$ cat src/rtl/bbox_pkg.sv
// Shared constants and types for the foreground bounding-box tracker.
package bbox_pkg;

  localparam int unsigned IMG_W_DEF = 320;
  localparam int unsigned IMG_H_DEF = 240;
  localparam int unsigned X_W_DEF   = 9;
  localparam int unsigned Y_W_DEF   = 8;
  localparam int unsigned CNT_W_DEF = 17;

  typedef enum logic [1:0] {
    IDLE   = 2'd0,
    ACCUM  = 2'd1,
    REPORT = 2'd2
  } bbox_state_t;

  typedef logic [X_W_DEF-1:0]   x_coord_t;
  typedef logic [Y_W_DEF-1:0]   y_coord_t;
  typedef logic [CNT_W_DEF-1:0] fg_count_t;

endpackage

$ cat src/rtl/fg_run_filter.sv
// Horizontal run-length gate: a foreground pixel contributes only once its run
// on the current row reaches RUN_MIN; the run restarts on background and line wrap.
module fg_run_filter
  import bbox_pkg::*;
#(
  parameter int unsigned IMG_W   = IMG_W_DEF,
  parameter int unsigned X_W     = X_W_DEF,
  parameter int unsigned CNT_W   = CNT_W_DEF,
  parameter int unsigned RUN_MIN = 3
) (
  input  logic             clk,
  input  logic             rst,
  input  logic             enable,
  input  logic             clear,
  input  logic             pix,
  input  logic             fg,
  input  logic [X_W-1:0]   x,
  output logic [CNT_W-1:0] count_inc,
  output logic [X_W-1:0]   x_adj
);

  localparam int unsigned     R_W      = $clog2(RUN_MIN + 1);
  localparam logic [R_W-1:0]  RUN_SAT  = R_W'(RUN_MIN);
  localparam logic [R_W-1:0]  RUN_PRE  = R_W'(RUN_MIN - 1);
  localparam logic [X_W-1:0]  X_LAST   = X_W'(IMG_W - 1);
  localparam logic [X_W-1:0]  X_BACK   = X_W'(RUN_MIN - 1);

  logic [R_W-1:0] run_q, run_base, run_cur, run_d;

  always_comb begin
    run_base  = clear ? '0 : run_q;
    run_cur   = (run_base == RUN_SAT) ? RUN_SAT : run_base + R_W'(1);
    count_inc = '0;
    x_adj     = x;
    run_d     = run_base;
    if (pix) begin
      // The pixel that completes the run also credits the RUN_MIN-1 pixels before it.
      if (fg && run_base == RUN_PRE) begin
        count_inc = CNT_W'(RUN_MIN);
        x_adj     = x - X_BACK;
      end else if (fg && run_base == RUN_SAT) begin
        count_inc = CNT_W'(1);
      end
      run_d = (!fg || x == X_LAST) ? '0 : run_cur;
    end
  end

  always_ff @(posedge clk) begin
    if (rst) begin
      run_q <= '0;
    end else if (enable) begin
      run_q <= run_d;
    end
  end

endmodule

$ cat src/rtl/fg_bbox_tracker.sv
// Per-frame foreground pixel count and bounding box with a one-cycle report.
// Define BBOX_NOISE_FILTER_EN to count only pixels in horizontal runs of RUN_MIN or more.
module fg_bbox_tracker
  import bbox_pkg::*;
#(
  parameter int unsigned IMG_W   = IMG_W_DEF,
  parameter int unsigned IMG_H   = IMG_H_DEF,
  parameter int unsigned X_W     = X_W_DEF,
  parameter int unsigned Y_W     = Y_W_DEF,
  parameter int unsigned CNT_W   = CNT_W_DEF,
  parameter int unsigned RUN_MIN = 3
) (
  input  logic             clk,
  input  logic             rst,
  input  logic             enable,
  input  logic             frame_start,
  input  logic             pix_valid,
  input  logic             fg_flag,
  input  logic [CNT_W-1:0] min_count,
  output logic             box_valid,
  output logic             box_found,
  output logic [X_W-1:0]   box_x_min,
  output logic [X_W-1:0]   box_x_max,
  output logic [Y_W-1:0]   box_y_min,
  output logic [Y_W-1:0]   box_y_max,
  output logic [CNT_W-1:0] box_count,
  output logic             frame_err
);

  localparam logic [X_W-1:0] X_LAST = X_W'(IMG_W - 1);
  localparam logic [Y_W-1:0] Y_LAST = Y_W'(IMG_H - 1);

  bbox_state_t state_q, state_d;

  logic [X_W-1:0]   x_q, x_min_q, x_max_q, cur_x, x_adj;
  logic [X_W-1:0]   b_x_min, b_x_max, n_x_min, n_x_max;
  logic [Y_W-1:0]   y_q, y_min_q, y_max_q, cur_y;
  logic [Y_W-1:0]   b_y_min, b_y_max, n_y_min, n_y_max;
  logic [CNT_W-1:0] count_q, count_inc, b_count, n_count, thresh;
  logic [CNT_W:0]   sum;
  logic             take, last_pix, counted, found;

  // frame_start restarts from any state, so the same-cycle pixel is (0,0)
  // and is merged into freshly cleared accumulators.
  always_comb begin
    take     = pix_valid && (frame_start || state_q == ACCUM);
    cur_x    = frame_start ? '0 : x_q;
    cur_y    = frame_start ? '0 : y_q;
    last_pix = take && (cur_x == X_LAST) && (cur_y == Y_LAST);
  end

`ifdef BBOX_NOISE_FILTER_EN
  fg_run_filter #(
    .IMG_W   (IMG_W),
    .X_W     (X_W),
    .CNT_W   (CNT_W),
    .RUN_MIN (RUN_MIN)
  ) u_run_filter (
    .clk       (clk),
    .rst       (rst),
    .enable    (enable),
    .clear     (frame_start),
    .pix       (take),
    .fg        (fg_flag),
    .x         (cur_x),
    .count_inc (count_inc),
    .x_adj     (x_adj)
  );
`else
  assign count_inc = CNT_W'(take && fg_flag);
  assign x_adj     = cur_x;
`endif

  always_comb begin
    b_x_min = frame_start ? X_LAST : x_min_q;
    b_x_max = frame_start ? '0     : x_max_q;
    b_y_min = frame_start ? Y_LAST : y_min_q;
    b_y_max = frame_start ? '0     : y_max_q;
    b_count = frame_start ? '0     : count_q;
    counted = take && (count_inc != '0);
    sum     = {1'b0, b_count} + {1'b0, count_inc};
    n_count = b_count;
    n_x_min = b_x_min;
    n_x_max = b_x_max;
    n_y_min = b_y_min;
    n_y_max = b_y_max;
    if (counted) begin
      n_count = sum[CNT_W] ? '1 : sum[CNT_W-1:0];
      if (x_adj < b_x_min) n_x_min = x_adj;
      if (cur_x > b_x_max) n_x_max = cur_x;
      if (cur_y < b_y_min) n_y_min = cur_y;
      if (cur_y > b_y_max) n_y_max = cur_y;
    end
    thresh = (min_count == '0) ? CNT_W'(1) : min_count;
    found  = (count_q >= thresh);
  end

  always_comb begin
    state_d = state_q;
    case (state_q)
      IDLE:    if (frame_start) state_d = ACCUM;
      ACCUM:   state_d = ACCUM;
      REPORT:  state_d = frame_start ? ACCUM : IDLE;
      default: state_d = IDLE;
    endcase
    if (last_pix) state_d = REPORT;
  end

  always_ff @(posedge clk) begin
    if (rst) begin
      state_q <= IDLE;
    end else if (enable) begin
      state_q <= state_d;
    end
  end

  always_ff @(posedge clk) begin
    if (rst) begin
      x_q       <= '0;
      y_q       <= '0;
      x_min_q   <= X_LAST;
      x_max_q   <= '0;
      y_min_q   <= Y_LAST;
      y_max_q   <= '0;
      count_q   <= '0;
      box_valid <= 1'b0;
      box_found <= 1'b0;
      box_x_min <= '0;
      box_x_max <= '0;
      box_y_min <= '0;
      box_y_max <= '0;
      box_count <= '0;
      frame_err <= 1'b0;
    end else if (enable) begin
      box_valid <= (state_q == REPORT);
      frame_err <= (state_q == ACCUM) && frame_start;
      if (take) begin
        if (cur_x == X_LAST) begin
          x_q <= '0;
          y_q <= (cur_y == Y_LAST) ? '0 : cur_y + Y_W'(1);
        end else begin
          x_q <= cur_x + X_W'(1);
          y_q <= cur_y;
        end
      end else if (frame_start) begin
        x_q <= '0;
        y_q <= '0;
      end
      if (take || frame_start) begin
        count_q <= n_count;
        x_min_q <= n_x_min;
        x_max_q <= n_x_max;
        y_min_q <= n_y_min;
        y_max_q <= n_y_max;
      end
      if (state_q == REPORT) begin
        box_found <= found;
        box_count <= count_q;
        box_x_min <= found ? x_min_q : '0;
        box_x_max <= found ? x_max_q : '0;
        box_y_min <= found ? y_min_q : '0;
        box_y_max <= found ? y_max_q : '0;
      end
    end
  end

endmodule

$ cat config.mk
export PLATFORM = sky130hd
export DESIGN_NAME = fg_bbox_tracker
export DESIGN_NICKNAME = d
export VERILOG_FILES = /design/src/rtl/bbox_pkg.sv /design/src/rtl/fg_run_filter.sv /design/src/rtl/fg_bbox_tracker.sv
export SDC_FILE = /design/constraint.sdc
export NUM_CORES = 1
export LEC_CHECK = 0
export CORE_MARGIN = 8
export CORE_UTILIZATION = 30
export DETAILED_ROUTE_END_ITERATION = 6
export HOLD_SLACK_MARGIN = 0.02
export RECOVER_POWER = 25
export SLEW_MARGIN = 30
export SYNTH_ARGS = -nofsm -noshare
export SYNTH_HDL_FRONTEND = slang
export SYNTH_HIERARCHICAL = 1
export SYNTH_SLANG_ARGS = --single-unit
$ cat constraint.sdc
create_clock -name clk -period 5 [get_ports clk]
set_input_delay 0.5 -clock clk [delete_from_list [all_inputs] [get_ports clk]]
set_output_delay 0.5 -clock clk [all_outputs]
set_load 0.01 [all_outputs]
==> results of run 1 <==
tightest hold or removal path, delay by kind of cell (launching register included):
family,cells,cell delay (ns)
flops,1,0.31
simple gates,1,0.05
compound gates,1,0.05
state kept, by name, indices dropped and copies added, names as in the netlist:
register and flops:
y_max_q 8, x_q 9, box_y_min 8, y_min_q 8, frame_err 1, x_max_q 9
count_q 17, box_y_max 8, box_found 1, box_valid 1, box_x_min 9, box_x_max 9
y_q 8, box_count 17, state_q 2, x_min_q 9
per-layer routing:
metal	vias up	share of wire, %	routed length [µm]	track usage, %
li1	3425	-	-	-
met1	3257	48	9960	19.3
met2	175	44	9150	22.1
met3	33	5.6	1170	2.96
met4	0	2.2	452	5.56
met5	-	0	0	0
layout make-up:
type | instances | area (µm²) | area share, %
clock buffer | 18 | 439 | 4.95
clock inverter | 14 | 191 | 2.16
inverter | 39 | 146 | 1.65
multi-input combinational | 658 | 4360 | 49.2
sequential | 124 | 2480 | 28.0
tap | 319 | 399 | 4.50
timing repair buffer | 89 | 848 | 9.56
cells in the final DEF, fill, tap and decap left out, drive strengths merged, types with 13 or more instances in the layout:
cell type and n:
dfxtp 124, nand2 103, nor2 63, a21oi 62, o21ai 59, ha 53, nand3 45, dlygate4sd3 44
inv 42, a32oi 36, clkdlybuf4s50 30, clkbuf 18, nand4 16, nor2b 16, buf 15, nor3 13
logic make-up (layout without fill, tap and decap cells):
group                    after synthesis  after routing
AND/OR/NAND/NOR                      333            333
AO/OA/AOI/OAI                        268            268
flip-flops                           124            124
buffers and inverters                101            160
adder cells (fa/ha/maj)               53             53
multiplexers                           4              4
stage by stage:
step | instance area, µm² | instances | util [%] | hold WS [ns]
after global routing | 8870 | 1261 | 37.7 | 0.472
after floorplan | 7220 | 883 | - | 0.436
after global placement | 8240 | 1229 | 35.0 | 0.442
after detailed placement | 8240 | 1229 | 35.0 | 0.449
final | 8870 | 1261 | 37.7 | 0.451
after CTS | 8870 | 1261 | 37.7 | 0.456
how the worst max path moves through the flow:
stage                      startpoint           to  slack [ns]
after floorplan           frame_start   x_min_q[1]        1.67
after global placement      pix_valid   count_q[9]        1.54
after detailed placement  frame_start   x_min_q[1]        1.53
after CTS                 frame_start   x_min_q[1]        1.96
after global routing        pix_valid  count_q[12]        1.63
final                     frame_start   x_min_q[1]        1.98
power by group through the flow:
stage,logic (mW),clock network (mW),registers (mW)
after floorplan,0.0811,0,1.02
after global placement,0.128,0,1.02
after detailed placement,0.128,0,1.02
after CTS,0.129,1.36,1.00
after global routing,0.140,1.40,1.00
final,0.128,1.34,1.00
==> impl_results.rst, run 1 <==
.. list-table::
   :header-rows: 1

   * - Metric
     - Value
   * - Result of the run
     - complete, no violations
   * - Reg2Reg Capture Point
     - count_q[9]
   * - Total nets after synthesis
     - 959
   * - Multiplexer area fraction after synthesis
     - less than 1%
   * - Reported max-cap violation count
     - 0
   * - Synth-to-Final Area Change
     - 22.8%
   * - Initial standard-cell utilization of the core
     - ~31%
   * - Setup repair after global routing missed its margin
     - no
   * - Clock-pin slew of the registers on the worst-case setup and hold paths
     - roughly 0.060 ns
   * - Type of the worst setup path
     - primary input to register
   * - Final Net Count
     - around 1000
   * - Power density relative to cell area
     - around 280 mW/mm²
   * - First-pass GRT wire length
     - around 34 mm
   * - Simple-gate area share of the yosys netlist
     - between 20% and 30%
   * - Cell type with the largest total area after synthesis
     - dfxtp_1
   * - Series of cell instances along the critical path
     - buf_2, inv_1, buf_4, nand2_1, inv_1, ha_1, o2111ai_1, a21oi_1, or3_1, o32ai_1
   * - Via density per instance
     - roughly 5.5
   * - Number of levels in the clock H-tree
     - 4
   * - Layout cells sized above 1
     - a little under a tenth
   * - Overall routed net length
     - 20.7 mm
   * - Number of global-route vias before repair
     - 6419
   * - Initial drt markers
     - 550
   * - Endpoint type of the worst setup path
     - register
   * - Most frequent cell after synthesis
     - dfxtp_1
   * - Number of fill cells
     - ~2400
   * - Root buffer selected by CTS
     - clkbuf_16
   * - Worst hold path class
     - register to register
   * - Final estimated routing congestion in global placement
     - around 0.82
   * - Number of slew-limit violations in the final report
     - 0
   * - Worst skew pair latency
     - 0.42 ns
   * - Post-DR wirelength/cell
     - 16.4 µm
   * - Number of synthesized flops with an enable pin
     - 0
   * - Cell types with the highest counts after synthesis
     - dfxtp_1 (124), nand2_1 (103), nor2_1 (62)
   * - Min Tclk post-route
     - ~3.0 ns
   * - I/O pin cnt
     - just under 80
   * - Largest fanout of any net on the critical path
     - 22
   * - Number of endpoints with negative hold slack in the final report
     - 0
   * - Count of mapped cells out of synthesis
     - between 800 and 900
   * - Worst min-delay path endpoint
     - box_count[5]
   * - Sw Ratio
     - 23.6%
   * - Peak VDD IR
     - 0.000188 V
   * - WHS Path Cells
     - 2
   * - Global-route congestion overflow total
     - 0
   * - Number of hold-repair buffers added at the cts stage
     - 0
   * - Clock tree from TritonCTS
     - done
   * - Worst path slowest cell
     - inv_1
   * - Buf/Inv on CP
     - 4
   * - Post-layout total power
     - 2.47 mW
   * - Combinational cell fraction of total power
     - ~5.2%
   * - Clock power frac
     - 54.3%
   * - Startpoint of the worst-slack reg-to-reg timing path
     - state_q[0]
   * - Crit-path max cell delay
     - roughly 0.63 ns
   * - Slew at the pin closest to its max-slew limit
     - 0.873 ns
   * - Xor-xnor portion of the synthesized cell area
     - 0%
   * - Number of cells on the worst reg-to-reg path
     - 8
   * - Synth Area in Compound Gates
     - between 20% and 30%
   * - Final worst path period share
     - roughly three fifths
   * - Number of storage elements in the synthesis netlist
     - about 120
   * - Critical path's top delay family
     - buffers and inverters
   * - Setup-failing EPs final
     - 0
   * - Fraction of the mapped netlist area in adder cells
     - 9.18%
   * - Top cells by area, synth
     - dfxtp_1 (34%), ha_1 (9.2%), nand2_1 (5.4%)
   * - Final setup margin
     - between 1.5 and 2 ns
   * - Number of buffers inserted to repair setup after CTS
     - 0
   * - Max-Slew Margin vs Limit
     - about two fifths
   * - DP Wirelength
     - between 10 and 15 mm
   * - Remaining routing DRC violations
     - 0
   * - Pin count of the biggest net entering global routing
     - 75
   * - Sum of negative setup slack
     - 0 ns
   * - Endpoint required time on the critical path
     - approximately 5.3 ns
   * - Resized cells post-CTS
     - 0
   * - Number of input and output port buffers inserted
     - 76
   * - Number of standard-cell rows in the floorplan
     - between 50 and 60
   * - Share of total power in sequential cells
     - 40.5%
   * - Overall Global Routing Usage
     - ~14%
   * - Yosys warning count
     - 6
   * - Netlist area before placement
     - 0.00722 mm²
   * - Die Footprint
     - 0.0293 mm²
   * - Buffers from clock root to sink, at most
     - 2
   * - Antenna Cells
     - 0
   * - Switching power
     - 0.583 mW
   * - Static power due to leakage
     - 3.36 nW
   * - Number of buffers created by CTS
     - 17
   * - Internal power
     - between 1.5 and 2 mW
   * - Core outline area
     - between 0.02 and 0.025 mm²
   * - Die width
     - 171 µm
   * - Share of async-settable or async-resettable flops after synthesis
     - 0%
   * - Max Fclk
     - between 0.3 and 0.4 GHz
   * - DIE HEIGHT
     - around 170 µm
   * - Initial antenna violation count
     - 0
   * - TritonCTS sink count
     - between 100 and 150
   * - Count of TritonRoute iterations in the first routing pass
     - 5
   * - Predominant post-synthesis flop cell
     - dfxtp_1
   * - ANT nets after route
     - 0
   * - Critical path startpoint category
     - primary input
   * - Worst hold start
     - box_count[5]
   * - Worst-case register-to-register setup slack
     - around 2.2 ns
   * - Count of vias placed by the detailed router
     - between 6000 and 7000
   * - Arrival time worst endpoint
     - 3.34 ns
   * - Number of distinct library cells after synthesis
     - 75
   * - Crit. path cell count
     - 10
   * - Seq/Total Area, Yosys
     - 34.4%
   * - Worst setup skew after layout
     - about 0.008 ns
   * - Share of the synthesized area in the top cell type
     - between 30% and 40%
   * - Mean cell area of the mapped netlist
     - 8.18 µm²
   * - Most frequent CP cell
     - inv_1
   * - Dominant combinational cell family by area after synthesis
     - compound AO/OA/AOI/OAI gates
   * - Worst slack after detailed placement
     - ~1.5 ns
Power figures use the tool's default switching activity.
==> inputs of run 2 (changes only) <==
- clock period: 5 -> 3.1 ns (I/O delays scaled with it)
==> run 2 against run 1 <==
Routed wire length is 1.8% higher. Sequential share of layout area is 0.56 points lower. Cell count is 1.6% higher. Die area stayed put. Setup slack worse by 1.4 ns. Critical path depth is 3 lower. Clock power is 50% higher. Clock skew is 0.0018 ns lower. Combinational power is 74% higher. First-iteration DRC count is 1.1% lower. Cell area is 2.0% higher. Total power is 56% higher. Critical endpoint is now box_x_min[2]. Largest cell class unchanged.
==> impl_results.rst, run 2 (synthesis gave the netlist of run 1 again) <==
.. list-table::
   :header-rows: 1

   * - Metric
     - Value
   * - Result of the run
     - complete, no violations
   * - Number of slew-limit violations in the final report
     - 0
   * - Global-route congestion overflow total
     - 0
   * - Initial standard-cell utilization of the core
     - between 30 and 40%
   * - ANT nets after route
     - 0
   * - Initial antenna violation count
     - 0
   * - DP Wirelength
     - ~15 mm
   * - Number of fill cells
     - approximately 2400
   * - Resized cells post-CTS
     - 0
   * - First-pass GRT wire length
     - approximately 35 mm
   * - Number of endpoints with negative hold slack in the final report
     - 0
   * - Setup-failing EPs final
     - 0
   * - Number of standard-cell rows in the floorplan
     - 56
   * - Worst skew pair latency
     - about 0.42 ns
   * - Worst setup skew after layout
     - around 0.0063 ns
   * - Buffers from clock root to sink, at most
     - 2
   * - Critical path startpoint category
     - primary input
   * - Worst hold path class
     - primary input to register
   * - Type of the worst setup path
     - primary input to register
   * - Layout cells sized above 1
     - about 11%
   * - Peak VDD IR
     - 0.000270 V
   * - Post-DR wirelength/cell
     - about 16 µm
   * - Root buffer selected by CTS
     - clkbuf_16
   * - Grt met2 use
     - a little under a quarter
   * - Final Net Count
     - between 1000 and 1500
   * - Number of hold-repair buffers added at the cts stage
     - 0
   * - Clock power frac
     - around 52%
   * - Commonest cells after routing, fill and taps aside
     - dfxtp_1 (124), nand2_1 (103), nor2_1 (60)
   * - Post-detailed-placement cell area
     - approximately 0.0085 mm²
   * - Initial drt markers
     - approximately 540
   * - Number of buffers inserted to repair setup after CTS
     - 0
   * - Final worst path period share
     - around 80%
   * - Count of vias placed by the detailed router
     - a little under 7000
   * - Number of levels in the clock H-tree
     - 4
   * - Met3 Use GR
     - just over 3%
   * - Biggest registers after layout
     - box_count (17), count_q (17)
   * - Endpoint type of the worst setup path
     - register
   * - Arrival time worst endpoint
     - 2.85 ns
   * - Reg area
     - 0.00248 mm²
   * - Reported max-cap violation count
     - 0
   * - Setup repair after global routing missed its margin
     - no
   * - Core outline area
     - approximately 0.024 mm²
   * - Endpoint required time on the critical path
     - 3.40 ns
   * - Most Crowded Layer GR
     - met2
   * - Share of total power in sequential cells
     - 41.9%
   * - Antenna Cells
     - 0
   * - Synth-to-Final Area Change
     - 25.3%
   * - Pin count of the biggest net entering global routing
     - a little over 70
   * - Sum of negative setup slack
     - 0 ns
   * - Commonest non-fill, non-tap cell in the layout
     - dfxtp_1
   * - Number of global-route vias before repair
     - roughly 6600
   * - Max Fclk
     - around 0.39 GHz
   * - Number of buffers created by CTS
     - 17
   * - Via density per instance
     - roughly 5.4
   * - Switching power
     - 0.891 mW
   * - Sw Ratio
     - 23.1%
   * - Combinational cell fraction of total power
     - a little under 6%
   * - Number of input and output port buffers inserted
     - 76
   * - Remaining routing DRC violations
     - 0
   * - Clock-pin slew of the registers on the worst-case setup and hold paths
     - approximately 0.060 ns
   * - TritonCTS sink count
     - 124
   * - Overall Global Routing Usage
     - 14.8%
   * - Post-route cell area
     - a little over 0.009 mm²
   * - Power density relative to cell area
     - between 400 and 500 mW/mm²
   * - Slew at the pin closest to its max-slew limit
     - around 1.3 ns
   * - Die Footprint
     - 0.0293 mm²
   * - Final estimated routing congestion in global placement
     - a little over 0.8
   * - Count of TritonRoute iterations in the first routing pass
     - 5
   * - Internal power
     - a little under 3 mW
   * - DIE HEIGHT
     - 171 µm
   * - Clock tree from TritonCTS
     - done
   * - Static power due to leakage
     - between 3 and 4 nW
   * - Die width
     - 171 µm
   * - GR Util met1
     - a little under 20%
   * - Overall routed net length
     - between 20 and 25 mm
   * - Max-Slew Margin vs Limit
     - roughly an eighth
   * - Min Tclk post-route
     - between 2 and 3 ns
   * - Largest fanout of any net on the critical path
     - 70
   * - Area taken by multi-input logic gates
     - about 0.0044 mm²
   * - I/O pin cnt
     - 77
[run 2: cell count changes in the layout (fill, tap and decap cells not counted), sizes merged, moves of 2 or more]
cell / previous run / this run
inv: 42 / 39
clkbuf: 18 / 20
buf: 15 / 36
clkinv: 3 / 5
dlygate4sd3: 44 / 41
clkdlybuf4s50: 30 / 33
[run 2: layout make-up]
| type | instances | area share [%] |
|---|---|---|
| tap | 319 | 4.41 |
| timing repair buffer | 110 | 11.8 |
| sequential | 124 | 27.4 |
| multi-input combinational | 658 | 48.2 |
| inverter | 39 | 1.62 |
| clock inverter | 11 | 1.60 |
| clock buffer | 20 | 4.94 |
[run 2: path summary, 6_finish.rpt]
path                               startpoint             to  slack, ns  cells after the start
worst min-delay path              frame_start     x_min_q[1]       0.43                      3
worst max-delay path                   enable   box_x_min[2]       0.55                      7
worst min register to register  box_count[12]  box_count[12]       0.45                      2
worst max register to register     state_q[0]     count_q[9]       0.60                      8
[run 2: per-stage QoR]
step | util [%] | power, mW | hold slack, ns | setup slack [ns] | cells
after floorplan | - | 1.77 | 0.436 | 0.0680 | 883
after global placement | 35.9 | 1.87 | 0.443 | 0.212 | 1250
after detailed placement | 35.9 | 1.87 | 0.451 | 0.130 | 1250
after CTS | 38.4 | 3.88 | 0.408 | 0.571 | 1281
after global routing | 38.4 | 3.98 | 0.438 | 0.300 | 1281
final | 38.4 | 3.85 | 0.430 | 0.555 | 1281
[run 2: power groups by stage]
stage / sequential (mW) / clock, mW / combinational (mW)
finish: 1.61 / 2.01 / 0.223
global route: 1.61 / 2.12 / 0.244
CTS: 1.61 / 2.05 / 0.223
detailed placement: 1.65 / 0 / 0.222
global placement: 1.65 / 0 / 0.221
floorplan: 1.64 / 0 / 0.131
[run 2: routing by layer]
layer | vias to the layer above | part of all wire (%)
met4 | 0 | 1.2
met5 | - | 0
met3 | 17 | 5.0
met2 | 145 | 45
li1 | 3455 | -
met1 | 3297 | 49
[run 2: critical path, stage by stage]
cell,delay [ns]
dlygate4sd3_1,0.74
nand2_1,0.15
or2_0,0.99
nor2_4,0.03
buf_12,0.23
a32oi_1,0.24
o21ai_0,0.10
==> inputs of run 3 (changes only) <==
- clock period: 3.1 -> 2.3 ns (I/O delays scaled with it)
==> run 3 against run 2 <==
Register-to-register slack worse by 0.54 ns. Routed wire length up 13%. Non-clock buffer count up 118. Via count rose by 7.8%. Die area unchanged. Count of clock-buffer cells in the layout up 2. Total power increased by 44%. Critical path type unchanged. Utilization rose by 5.1 points. Worst hold slack worse by 0.26 ns.
==> impl_results.rst, run 3 (synthesis gave the netlist of run 1 again) <==
.. list-table::
   :header-rows: 1

   * - Metric
     - Value
   * - Biggest registers after layout
     - box_count (17), count_q (17)
   * - Min Tclk post-route
     - ~2.2 ns
   * - Largest fanout of any net on the critical path
     - 4
   * - Max-Slew Margin vs Limit
     - between 30% and 40%
   * - Number of buffers created by CTS
     - 17
   * - Most frequent CP cell
     - buf_6
   * - Number of slew-limit violations in the final report
     - 0
   * - Worst hold path class
     - primary input to register
   * - Static power due to leakage
     - ~4.1 nW
   * - Setup repair after global routing missed its margin
     - yes
   * - First-pass GRT wire length
     - roughly 38 mm
   * - Post-detailed-placement cell area
     - 0.00928 mm²
   * - Critical path's top delay family
     - buffers and inverters
   * - I/O pin cnt
     - a little under 80
   * - Layout cells sized above 1
     - 24.0%
   * - Max Fclk
     - about 0.45 GHz
   * - Number of input and output port buffers inserted
     - 76
   * - Clock-pin slew of the registers on the worst-case setup and hold paths
     - around 0.06 ns
   * - Buf/Inv on CP
     - 4
   * - Highest routed layer
     - met4
   * - Reported max-cap violation count
     - 0
   * - TritonCTS sink count
     - ~120
   * - Worst path slowest cell
     - clkdlybuf4s50_1
   * - Crit-path max cell delay
     - between 0.4 and 0.5 ns
   * - Initial drt markers
     - approximately 540
   * - Setup-failing EPs final
     - 0
   * - Final worst path period share
     - a little over nine tenths
   * - Critical path startpoint category
     - primary input
   * - DP Wirelength
     - around 16 mm
   * - Endpoint type of the worst setup path
     - register
   * - Type of the worst setup path
     - primary input to register
   * - Peak VDD IR
     - between 0.0004 and 0.0005 V
   * - Number of levels in the clock H-tree
     - 4
   * - Root buffer selected by CTS
     - clkbuf_16
   * - Worst skew pair latency
     - 0.43 ns
   * - Pin count of the biggest net entering global routing
     - 71
   * - Antenna Cells
     - 0
   * - Via density per instance
     - 5.32
   * - Result of the run
     - complete, no violations
   * - Final Net Count
     - between 1000 and 1500
   * - Worst setup skew after layout
     - roughly 0.012 ns
   * - Die width
     - 171 µm
   * - Die Footprint
     - just under 0.03 mm²
   * - Global-route congestion overflow total
     - 0
   * - Clock tree from TritonCTS
     - done
   * - Post-route cell area
     - approximately 0.010 mm²
   * - Slew at the pin closest to its max-slew limit
     - 0.943 ns
   * - ANT nets after route
     - 0
   * - Core outline area
     - between 0.02 and 0.025 mm²
   * - Series of cell instances along the critical path
     - clkdlybuf4s50_1, nor4_2, a31o_2, ha_4, nand2b_4, a211oi_2, o21ai_2, a21oi_2, buf_6, buf_6, clkbuf_16, o21ai_0
   * - Count of vias placed by the detailed router
     - between 7000 and 8000
   * - Post-DR wirelength/cell
     - approximately 17 µm
   * - Overall routed net length
     - roughly 24 mm
   * - Overall Global Routing Usage
     - 16.1%
   * - Number of endpoints with negative hold slack in the final report
     - 0
   * - Endpoint required time on the critical path
     - 2.60 ns
   * - Number of standard-cell rows in the floorplan
     - between 50 and 60
   * - DIE HEIGHT
     - ~170 µm
   * - Commonest cells after routing, fill and taps aside
     - buf_4 (135), dfxtp_1 (122), nand2_1 (101)
   * - Number of global-route vias before repair
     - ~7100
   * - Arrival time worst endpoint
     - approximately 2.6 ns
   * - Met1 wire length
     - between 10 and 15 mm
   * - Commonest non-fill, non-tap cell in the layout
     - buf_4
   * - Remaining routing DRC violations
     - 0
   * - Count of TritonRoute iterations in the first routing pass
     - 5
   * - Routed length on met3
     - about 1.2 mm
   * - Initial antenna violation count
     - 0
   * - Final estimated routing congestion in global placement
     - between 0.8 and 0.9
   * - Initial standard-cell utilization of the core
     - a little under a third
   * - Worst-case hold slack
     - roughly 0.17 ns
   * - Synth-to-Final Area Change
     - 41.9%
   * - WL met2
     - around 11 mm
   * - Power density relative to cell area
     - between 500 and 600 mW/mm²
   * - Buffers from clock root to sink, at most
     - 2
-- run 3: cell count changes in the layout (fill, tap and decap cells not counted), moves of 4 or more --
| cell | change |
|---|---|
| buf_4 | +106 |
| o21ai_1 | +14 |
| clkbuf_2 | +6 |
| nor4_2 | +4 |
| clkbuf_1 | +4 |
| dlygate4sd3_1 | -19 |
| nor4_1 | -4 |
| o21ai_0 | -16 |
| buf_16 | +4 |
| ha_1 | -4 |
| clkdlybuf4s50_1 | +7 |
| dlymetal6s2s_1 | +4 |
-- run 3: worst paths after layout --
| path | from | endpoint | slack, ns | cells past startpoint |
|---|---|---|---|---|
| worst max-delay path | min_count[14] | box_x_min[3] | 0.05 | 12 |
| worst min-delay path | rst | y_q[4] | 0.17 | 2 |
| worst max register to register | state_q[1] | count_q[14] | 0.06 | 12 |
| worst min register to register | box_count[14] | box_count[14] | 0.45 | 2 |
-- run 3: layout make-up --
cell class / count / area [µm²]
fillers: 2294 / 13300
multi-input cells: 658 / 4510
flip-flops and latches: 124 / 2480
repair buffers: 228 / 2060
clock buffers: 22 / 454
well taps: 319 / 399
clock inverters: 10 / 189
inverters: 39 / 146
-- run 3: report_power, final --
part	leakage, nW	internal [mW]	switching (mW)
Clock	0.308	1.96	1.02
Sequential	1.00	2.16	0.0125
Combinational	2.78	0.155	0.221
Total	4.09	4.27	1.26
-- run 3: repair_timing --
action	4_1_cts	5_1_grt
endpoints found under the hold margin	0	0
setup buffers	5	6
cloned	4	1
setup endpoints to repair	35	61
gates resized for setup	25	47
hold buffers	0	0
pin swaps	8	19
-- run 3: routing by layer --
metal / track usage (%) / vias to the layer above
li1: - / 3691
met1: 21.1 / 3536
met2: 26.3 / 194
met3: 3.28 / 29
met4: 4.80 / 0
met5: 0 / -
-- run 3: stage by stage --
step	setup WS, ns	std cells	power, mW	util, %	TNS [ns]
2_1_floorplan	-0.114	883	2.41	-	-0.829
3_3_place_gp	-0.472	1353	2.57	39.4	-25.13
3_5_place_dp	-0.552	1353	2.57	39.4	-25.80
4_1_cts	0.0181	1393	5.55	42.9	0
5_1_grt	-0.0408	1400	5.70	43.5	-0.807
6_report	0.0545	1400	5.53	43.5	0
-- run 3: worst reg2reg max path: stages (launching register included) --
cell and delay (ns):
dfxtp_2 0.32, nand2b_4 0.16, a21oi_4 0.16, ha_4 0.16, ha_4 0.13, nand4b_1 0.10
nor3_2 0.16, buf_4 0.16, buf_4 0.11, buf_4 0.10, nand4_1 0.11, mux2i_1 0.13
o311ai_0 0.31
